## src/rtl/tdm_tx_param.sv

```systemverilog
// TDM serial transmitter: one frame word per frame, CHANNELS slots of SLOT_W bits.
// The frame word is staged in a single-entry holding register and shifted out MSB first.
module tdm_tx_param #(
    parameter int CHANNELS   = 4,
    parameter int SAMPLE_W   = 24,
    parameter int SLOT_W     = 32,
    parameter int DIV        = 4,
    parameter int DATA_DELAY = 0
) (
    input  logic                         mclk,
    input  logic                         rst_n,
    input  logic                         en,
    input  logic                         s_valid,
    output logic                         s_ready,
    input  logic [CHANNELS*SAMPLE_W-1:0] s_data,
    input  logic [CHANNELS-1:0]          slot_mask,
    output logic                         bclk,
    output logic                         fsync,
    output logic                         tdm_out,
    output logic                         frame_start,
    output logic                         underrun
);

    localparam int FRAME_BITS = CHANNELS * SLOT_W;
    localparam int DIV_W      = (DIV > 2) ? $clog2(DIV) : 1;
    localparam int BIT_W      = $clog2(FRAME_BITS);

    logic                         run;
    logic [DIV_W-1:0]             div_cnt;
    logic [BIT_W-1:0]             bit_cnt;
    logic [FRAME_BITS-1:0]        shift_reg;
    logic [CHANNELS*SAMPLE_W-1:0] hold_data;
    logic                         hold_full;

    logic                         load;
    logic                         bit_adv;
    logic [DIV_W-1:0]             div_nxt;
    logic [BIT_W-1:0]             bit_nxt;
    logic [FRAME_BITS-1:0]        frame_word;

    assign s_ready = !hold_full;

    // Left-justify each enabled sample in its slot; channel 0 occupies the frame MSBs.
    always_comb begin
        frame_word = '0;
        for (int i = 0; i < CHANNELS; i++) begin
            if (hold_full && slot_mask[i])
                frame_word[FRAME_BITS-1-i*SLOT_W -: SAMPLE_W] =
                    hold_data[(CHANNELS-1-i)*SAMPLE_W +: SAMPLE_W];
        end
    end

    // A stopped serializer re-enters as though wrapping into bit 0.
    always_comb begin
        load    = 1'b0;
        bit_adv = 1'b0;
        div_nxt = div_cnt;
        bit_nxt = bit_cnt;
        if (!run) begin
            load    = 1'b1;
            div_nxt = '0;
            bit_nxt = '0;
        end else if (div_cnt == DIV_W'(DIV-1)) begin
            div_nxt = '0;
            bit_adv = 1'b1;
            if (bit_cnt == BIT_W'(FRAME_BITS-1)) begin
                bit_nxt = '0;
                load    = 1'b1;
            end else begin
                bit_nxt = bit_cnt + BIT_W'(1);
            end
        end else begin
            div_nxt = div_cnt + DIV_W'(1);
        end
    end

    always_ff @(posedge mclk or negedge rst_n) begin
        if (!rst_n) begin
            run         <= 1'b0;
            div_cnt     <= '0;
            bit_cnt     <= '0;
            shift_reg   <= '0;
            hold_data   <= '0;
            hold_full   <= 1'b0;
            bclk        <= 1'b0;
            fsync       <= 1'b0;
            tdm_out     <= 1'b0;
            frame_start <= 1'b0;
            underrun    <= 1'b0;
        end else begin
            // A word offered during an underrun load lands in hold for the next frame.
            if (s_valid && !hold_full) begin
                hold_data <= s_data;
                hold_full <= 1'b1;
            end else if (en && load) begin
                hold_full <= 1'b0;
            end

            if (!en) begin
                run         <= 1'b0;
                div_cnt     <= '0;
                bit_cnt     <= '0;
                shift_reg   <= '0;
                bclk        <= 1'b0;
                fsync       <= 1'b0;
                tdm_out     <= 1'b0;
                frame_start <= 1'b0;
                underrun    <= 1'b0;
            end else begin
                run         <= 1'b1;
                div_cnt     <= div_nxt;
                bit_cnt     <= bit_nxt;
                bclk        <= (div_nxt >= DIV_W'(DIV/2));
                fsync       <= (bit_nxt == '0);
                frame_start <= load;
                underrun    <= load && !hold_full;
                // With a one-bit delay the shifter's top bit is the bit just sent.
                if (load) begin
                    shift_reg <= frame_word;
                    if (DATA_DELAY != 0)
                        tdm_out <= shift_reg[FRAME_BITS-1];
                    else
                        tdm_out <= frame_word[FRAME_BITS-1];
                end else if (bit_adv) begin
                    shift_reg <= shift_reg << 1;
                    if (DATA_DELAY != 0)
                        tdm_out <= shift_reg[FRAME_BITS-1];
                    else
                        tdm_out <= shift_reg[FRAME_BITS-2];
                end
            end
        end
    end

endmodule

```

## config.mk

```make
export PLATFORM = sky130hd
export DESIGN_NAME = tdm_tx_param
export DESIGN_NICKNAME = d
export VERILOG_FILES = /design/src/rtl/tdm_tx_param.sv
export SDC_FILE = /design/constraint.sdc
export NUM_CORES = 1
export LEC_CHECK = 0
export ABC_CLOCK_PERIOD_IN_PS = 5500
export CORE_UTILIZATION = 57
export CTS_CLUSTER_DIAMETER = 200
export DETAILED_ROUTE_END_ITERATION = 7
export DONT_BUFFER_PORTS = 1
export MAX_ROUTING_LAYER = met4
export PLACE_DENSITY = 0.72
export SLEW_MARGIN = 20
export SYNTH_ARGS = -nofsm -noshare
export SYNTH_HDL_FRONTEND = slang
export SYNTH_SLANG_ARGS = --single-unit
```

## constraint.sdc

```tcl
create_clock -name mclk -period 5.5 [get_ports mclk]
set_input_delay 1.1 -clock mclk [delete_from_list [all_inputs] [get_ports mclk]]
set_output_delay 1.1 -clock mclk [all_outputs]
set_load 0.01 [all_outputs]
```

==> results of run 1 <==
[cell usage in the layout (no fill, tap or decap), drive strengths merged]
| cell type | count |
|---|---|
| a21o | 1 |
| a21oi | 2 |
| a22o | 24 |
| a31oi | 1 |
| a41oi | 1 |
| and2 | 2 |
| and3 | 2 |
| and4 | 1 |
| and4b | 1 |
| buf | 7 |
| bufinv | 3 |
| clkbuf | 33 |
| clkinv | 4 |
| dfrtp | 231 |
| diode | 2 |
| ha | 2 |
| inv | 5 |
| mux2 | 96 |
| mux2i | 1 |
| nand2 | 104 |
| nand3 | 287 |
| nand4 | 4 |
| nor2 | 8 |
| nor2b | 1 |
| nor3 | 3 |
| nor4 | 1 |
| o2111a | 4 |
| o21a | 1 |
| o21ai | 3 |
| o311ai | 1 |
| o31ai | 1 |
| or3 | 1 |
| or4bb | 1 |
| xnor2 | 2 |
| xor2 | 2 |
[kinds of logic (layout without fill, tap and decap cells)]
kind of cell	Yosys count	after routing
adder cells (fa/ha/maj)	2	2
buffers and inverters	75	52
other	0	2
XOR/XNOR	4	4
flip-flops	231	231
multiplexers	97	97
AO/OA/AOI/OAI	39	39
AND/OR/NAND/NOR	416	416
[how the worst max path moves through the flow]
stage                               startpoint                        end  slack (ns)  cells past startpoint
after global placement                      en  shift_reg[64]$_DFFE_PN0P_        2.58                      3
final                     div_cnt[0]$_DFF_PN0_  shift_reg[39]$_DFFE_PN0P_        2.53                      4
after floorplan                        s_valid  hold_data[11]$_DFFE_PN0P_        3.22                      5
after global routing      div_cnt[0]$_DFF_PN0_  shift_reg[36]$_DFFE_PN0P_        2.34                      4
after CTS                 div_cnt[0]$_DFF_PN0_  shift_reg[39]$_DFFE_PN0P_        2.57                      4
after detailed placement                    en  shift_reg[36]$_DFFE_PN0P_        2.49                      3
[power groups by stage]
stage               combinational [uW]  clock, uW  sequential [uW]
global placement                   427          0             2200
global route                       491       1760             2210
finish                             446       1650             2180
CTS                                454       1690             2180
floorplan                          404          0             2130
detailed placement                 449          0             2210
[routing by layer]
metal  global-route usage  vias to the layer above
met4               0.0743                        0
li1                     -                     2974
met1                0.298                     3203
met5                    -                        -
met3               0.0438                       35
met2                0.357                      162
[critical path: cells and delay by family (launching register included)]
| family | cells | cell delay, ns |
|---|---|---|
| AND/OR/NAND/NOR | 1 | 0.78 |
| flip-flops | 1 | 0.35 |
| adder cells (fa/ha/maj) | 1 | 0.55 |
| AO/OA/AOI/OAI | 2 | 1.10 |
[area by class of cell]
type                    instances  area [sq um]
fillers                      1284          6080
flip-flops and latches        231          5780
multi-input cells             558          3500
clock buffers                  33           696
well taps                     220           275
clock inverters                 8           119
repair buffers                  7          52.6
inverters                       4          15.0
diodes                          2          5.00
[metrics by stage]
step / utilization / instance area [sq um] / setup slack, ns / std cells
4_1_cts: 0.632 / 10400 / 2.57 / 1061
3_3_place_gp: 0.582 / 9620 / 2.58 / 1020
6_report: 0.632 / 10400 / 2.53 / 1063
5_1_grt: 0.632 / 10400 / 2.34 / 1063
2_1_floorplan: - / 9600 / 3.22 / 864
3_5_place_dp: 0.582 / 9620 / 2.49 / 1020
==> results by group, run 1 <==
Setup path
  • Crit-path max FO: 96
  • CP Capture Type: flop
  • Reg2reg path depth: 4
  • Worst Setup Path Type: reg2reg
  • Critical path data arrival time: 3.41 ns
  • Critical Path RT: 5.94 ns
  • Slowest-stage cell, CP: o21a_4
  • CP cell instances: ha_1, o21a_4, and2_1, a22o_1
  • Worst R2R Setup Slack: 2.53 ns
  • RR Endpoint: shift_reg[39]$_DFFE_PN0P_
  • Max incr delay on CP: 0.86 ns
  • RR Startpoint: div_cnt[0]$_DFF_PN0_
  • Startpoint Class: flop

Placed design
  • Port-buffer cells: 0
  • Hpwl dp: 10.8 mm
  • RD Place Congestion: 0.853

Yosys
  • Mapped cell area: 9600 sq um
  • Mux cell area share after synthesis: 0.114
  • Post-synthesis compound-gate area fraction: 0.0370
  • Largest family of logic cells by synthesized area: simple AND/OR/NAND/NOR gates
  • XOR/XNOR share of the synthesized area: 0.00365
  • Main synth FF type: dfrtp_1
  • Post-Synth Simple-Gate Area: 0.205
  • Synth Net Count: 970
  • Number of flops mapped to enable cells by yosys: 0
  • Post-synthesis cell type count: 37
  • Synth Instances: 864
  • Synthesis-stage register bit count: 231
  • Post-synth top area share: 0.602
  • Sequential-to-total area share from yosys stat: 0.602
  • Avg Inst Size Synth: 11.1 sq um
  • Synth area leader: dfrtp_1
  • Largest cells by area after synthesis: dfrtp_1, nand3_1, mux2_2
  • Most frequent cell after synthesis: nand3_1
  • Asr flop ratio synth: 1.00
  • Syn. warnings: 0
  • Synth Area in Adders: 0.00261
  • Synth top cells by count: nand3_1, dfrtp_1, nand2_1

Route
  • Vias: 6374
  • DRT antenna net count: 0
  • Routed wire per std cell: 17.2 microns
  • DR WL met2: 8.73 mm
  • M1 wire length: 8.20 mm
  • Vias per inst: 6.00
  • WL final: 18.3 mm
  • TritonRoute pass-1 iters: 5
  • Top Metal Used: met4
  • Met3 Wirelength: 902 microns
  • Drt drc: 0
  • Detailed router's first-iteration violation count: 370

Timing
  • Sum Neg Setup Slack: 0 ns
  • Final hold violations: 0
  • Final setup fails: 0
  • Final hold slack: 0.287 ns
  • Period utilization: 0.539
  • Worst slew pin tran: 1.08 ns
  • RSZ-0062 raised after global routing: no
  • Max-slew violations: 0
  • Skew final: 0.00661 ns
  • Min cycle time layout: 2.97 ns
  • Worst slew margin: 0.280
  • FMAX: 337 MHz

Power
  • Pwr Density: 409 nW/um^2
  • P_sw: 997 uW
  • Internal power: 3280 uW
  • Reg power frac: 0.509
  • Total power: 4280 uW
  • Net Sw Frac: 0.233
  • Comb power frac: 0.104
  • Clk pwr share: 0.387
  • Max VDD drop: 0.287 mV
  • Leak: 0.00472 uW

Clock network
  • Post-CTS Setup Bufs: 0
  • CTS tree: yes
  • # resized after CTS: 0
  • Clock root buffer: clkbuf_16
  • CTS Sinks: 231
  • H-tree depth: 1
  • CTS buffer count: 24
  • CTS clk-pin slew, worst paths: 0.06 ns
  • Clk buf depth: 3
  • Clk Latency, worst-skew pair: 0.51 ns
  • Hold_buf cts: 0

Flow run
  • Max-Cap Viols: 0

Cells and area
  • Area delta synth->final: 8.74%
  • Max reg flops: 119
  • Post-layout nets: 932
  • Share of cells above drive strength 1: 0.174

Floorplan
  • Row count: 47
  • Io pins: 110
  • Chip width: 132 microns
  • Core ar.: 16500 sq um
  • Starting Density: 0.581
  • Chip height: 132 microns
  • DIE AREA: 17400 sq um

Global route
  • Vias in the first global route: 6530
  • GRT Overall Usage: 0.227
  • Grt ovf: 0
  • First-pass GRT wire length: 31.4 mm
  • Initial antenna violation count: 2
  • Largest net degree at the start of global routing: 232

Worst hold path
  • Hold Crit Class: in2async

Run status
  • Status: finished clean
No activity file was read; power rests on OpenSTA's default activity.
==> run 2: changes to the inputs <==
--- a/config.mk
+++ b/config.mk
@@ -5,13 +5,13 @@
 export SDC_FILE = /design/constraint.sdc
 export NUM_CORES = 1
 export LEC_CHECK = 0
-export ABC_CLOCK_PERIOD_IN_PS = 5500
+export ABC_CLOCK_PERIOD_IN_PS = 2700
 export CORE_UTILIZATION = 57
 export CTS_CLUSTER_DIAMETER = 200
 export DETAILED_ROUTE_END_ITERATION = 7
 export DONT_BUFFER_PORTS = 1
 export MAX_ROUTING_LAYER = met4
-export PLACE_DENSITY = 0.72
+export PLACE_DENSITY = 0.75
 export SLEW_MARGIN = 20
 export SYNTH_ARGS = -nofsm -noshare
 export SYNTH_HDL_FRONTEND = slang
==> constraint.sdc (replaced) <==
create_clock -name mclk -period 2.7 [get_ports mclk]
set_input_delay 0.54 -clock mclk [delete_from_list [all_inputs] [get_ports mclk]]
set_output_delay 0.54 -clock mclk [all_outputs]
set_load 0.01 [all_outputs]
==> run 2 against run 1 <==
  * The run now ends with hold timing left
  * Worst setup slack worse by 2.1 ns
  * Highest routed layer unchanged
  * Register-to-register slack got worse by 2.1 ns
  * Cell count increased by 0.38%
  * Routed wire length rose by 4.6%
  * Sequential power grew 100%
  * Clock power is 100% higher
==> results by group, run 2 (same netlist as run 1, synthesis figures left out) <==
Run status
  • Status: finished with violations
  • Failing checks: hold timing

Timing
  • Period utilization: 0.845 (+0.305)
  • Min cycle time layout: 2.28 ns (-0.686 ns)
  • Final hold slack: -0.268 ns (-0.555 ns)
  • Worst slew margin: 0.394 (+0.114)
  • Final hold violations: 231 (+231)
  • FMAX: 438 MHz (+30%)
  • Max-slew violations: 0 (unchanged)
  • Worst slew pin tran: 0.909 ns (-0.171 ns)
  • Final setup fails: 0 (unchanged)
  • Sum Neg Setup Slack: 0 ns (unchanged)
  • Setup ws final: 0.419 ns (-2.11 ns)
  • RSZ-0062 raised after global routing: no
  • Skew final: 0.00795 ns (+0.00134 ns)

Setup path
  • Crit path launch: bit_cnt[0]$_DFF_PN0_
  • Critical Path RT: 3.14 ns (-2.80 ns)
  • Worst Setup Path Type: reg2reg
  • Worst path bufs/invs: 0 (unchanged)
  • Critical path data arrival time: 2.72 ns (-0.69 ns)
  • Startpoint Class: flop
  • CP cell instances: ha_1, and4_1, a31oi_4, and2_1, a22o_1
  • CP Capture Type: flop
  • Max incr delay on CP: 0.67 ns (-0.19 ns)
  • Crit-path max FO: 24 (-75%)
  • Slowest-stage cell, CP: and2_1
  • RR Startpoint: bit_cnt[0]$_DFF_PN0_
  • CP top delay family: simple AND/OR/NAND/NOR gates

Floorplan
  • Core ar.: 16500 sq um (unchanged)
  • Chip width: 132 microns (unchanged)
  • Io pins: 110 (unchanged)
  • Starting Density: 0.581 (unchanged)
  • DIE AREA: 17400 sq um (unchanged)
  • Chip height: 132 microns (unchanged)
  • Row count: 47 (unchanged)

Route
  • TritonRoute pass-1 iters: 5 (unchanged)
  • Vias: 6531 (+2.5%)
  • DRT antenna net count: 0 (unchanged)
  • WL final: 19.1 mm (+4.6%)
  • DR WL met2: 9.17 mm (+4.9%)
  • Detailed router's first-iteration violation count: 437 (+18%)
  • M1 wire length: 8.38 mm (+2.2%)
  • Vias per inst: 6.12 (+2.1%)
  • Drt drc: 0 (unchanged)
  • Top Metal Used: met4
  • Met3 Wirelength: 1.08 mm (+19%)
  • Routed wire per std cell: 17.9 microns (+4.2%)

Cells and area
  • Util after Layout: 0.636 (+0.00447)
  • Layout Cells excl Fill: 1067 (+0.38%)
  • Multi-input logic area: 3500 sq um (unchanged)
  • Commonest cells after routing, fill and taps aside: nand3_1, dfrtp_1, nand2_1
  • Share of cells above drive strength 1: 0.177 (+0.00370)
  • Post-layout nets: 934 (+0.21%)
  • Fill count: 1282 (-0.16%)
  • Max reg flops: 119 (unchanged)
  • Area delta synth->final: 9.51%
  • Area taken by flip-flops and latches: 5780 sq um (unchanged)
  • Commonest non-fill, non-tap cell in the layout: nand3_1

Placed design
  • Hpwl dp: 11.1 mm (+2.7%)
  • Setup WS pre-CTS: 0.455 ns (-2.04 ns)
  • Port-buffer cells: 0 (unchanged)
  • Total placed cells including tap cells: 1022 (+0.20%)
  • RD Place Congestion: 0.802 (-6.1%)

Global route
  • Largest net degree at the start of global routing: 232 (unchanged)
  • Vias in the first global route: 6667 (+2.1%)
  • Initial antenna violation count: 1 (-1)
  • First-pass GRT wire length: 32.8 mm (+4.4%)
  • Grt ovf: 0 (unchanged)
  • GRT Overall Usage: 0.236 (+0.00910)

Power
  • Pwr Density: 829 nW/um^2 (+100%)
  • Net Sw Frac: 0.233 (about the same)
  • Comb power frac: 0.106 (+0.002)
  • Max VDD drop: 0.665 mV (+130%)
  • Internal power: 6680 uW (+100%)
  • P_sw: 2030 uW (+100%)
  • Clk pwr share: 0.386 (about the same)
  • Leak: 0.00475 uW (+0.74%)
  • Reg power frac: 0.507 (-0.002)

Clock network
  • CTS clk-pin slew, worst paths: 0.06 ns (about the same)
  • Clk Latency, worst-skew pair: 0.51 ns (about the same)
  • CTS tree: yes
  • Clock root buffer: clkbuf_16
  • CTS buffer count: 24 (unchanged)
  • CTS Sinks: 231 (unchanged)
  • Clk buf depth: 3 (unchanged)
  • H-tree depth: 1 (unchanged)

Worst hold path
  • Hold Crit Class: in2async

Flow run
  • Max-Cap Viols: 0 (unchanged)
==> run 2: changes by cell type in the layout (fill, tap and decap cells not counted), sizes merged <==
cell / change
inv: -1
diode: -1
clkbuf: +4
buf: +2
bufinv: -1
clkinv: +1
==> run 2: stage by stage <==
step / total power [uW] / instance area (sq um) / hold slack (ns)
2_1_floorplan: 5170 / 9600 / 0.244
3_3_place_gp: 5340 / 9690 / 0.250
3_5_place_dp: 5410 / 9690 / 0.249
4_1_cts: 8800 / 10500 / -0.292
5_1_grt: 9080 / 10500 / -0.291
6_report: 8710 / 10500 / -0.268
==> run 2: per-layer routing <==
layer,vias up,global-route usage
met1,3297,0.320
met2,219,0.364
met4,0,0.0724
li1,2978,-
met3,37,0.0419
met5,-,-
==> run 2: area by class of cell <==
type,instances,share of cell area
Antenna cell,1,0.000238
Clock buffer,37,0.0704
Clock inverter,7,0.00809
Inverter,4,0.00143
Multi-Input combinational cell,558,0.333
Sequential cell,231,0.550
Tap cell,220,0.0262
Timing Repair Buffer,9,0.0112
==> run 2: repair_timing <==
| item | CTS | global route |
|---|---|---|
| gates resized for setup | 0 | 0 |
| endpoints found under the hold margin | 231 | 231 |
| setup buffers | 0 | 0 |
==> run 2: power groups by stage <==
stage          Combinational [uW]  Clock [uW]  Sequential [uW]
2_1_floorplan                 824           0             4340
3_3_place_gp                  887           0             4450
3_5_place_dp                  931           0             4480
4_1_cts                       942        3440             4420
5_1_grt                      1020        3560             4500
6_report                      927        3370             4420
==> run 2: worst paths after layout <==
kind	to	slack, ns	cells after the start
worst max-delay path	shift_reg[98]$_DFFE_PN0P_	0.42	5
worst min-delay path	hold_data[81]$_DFFE_PN0P_	-0.27	0
worst max register to register	shift_reg[98]$_DFFE_PN0P_	0.42	5
worst min register to register	div_cnt[0]$_DFF_PN0_	0.46	1
max in group asynchronous	hold_data[88]$_DFFE_PN0P_	2.56	0
min in group mclk	run$_DFF_PN0_	0.06	0
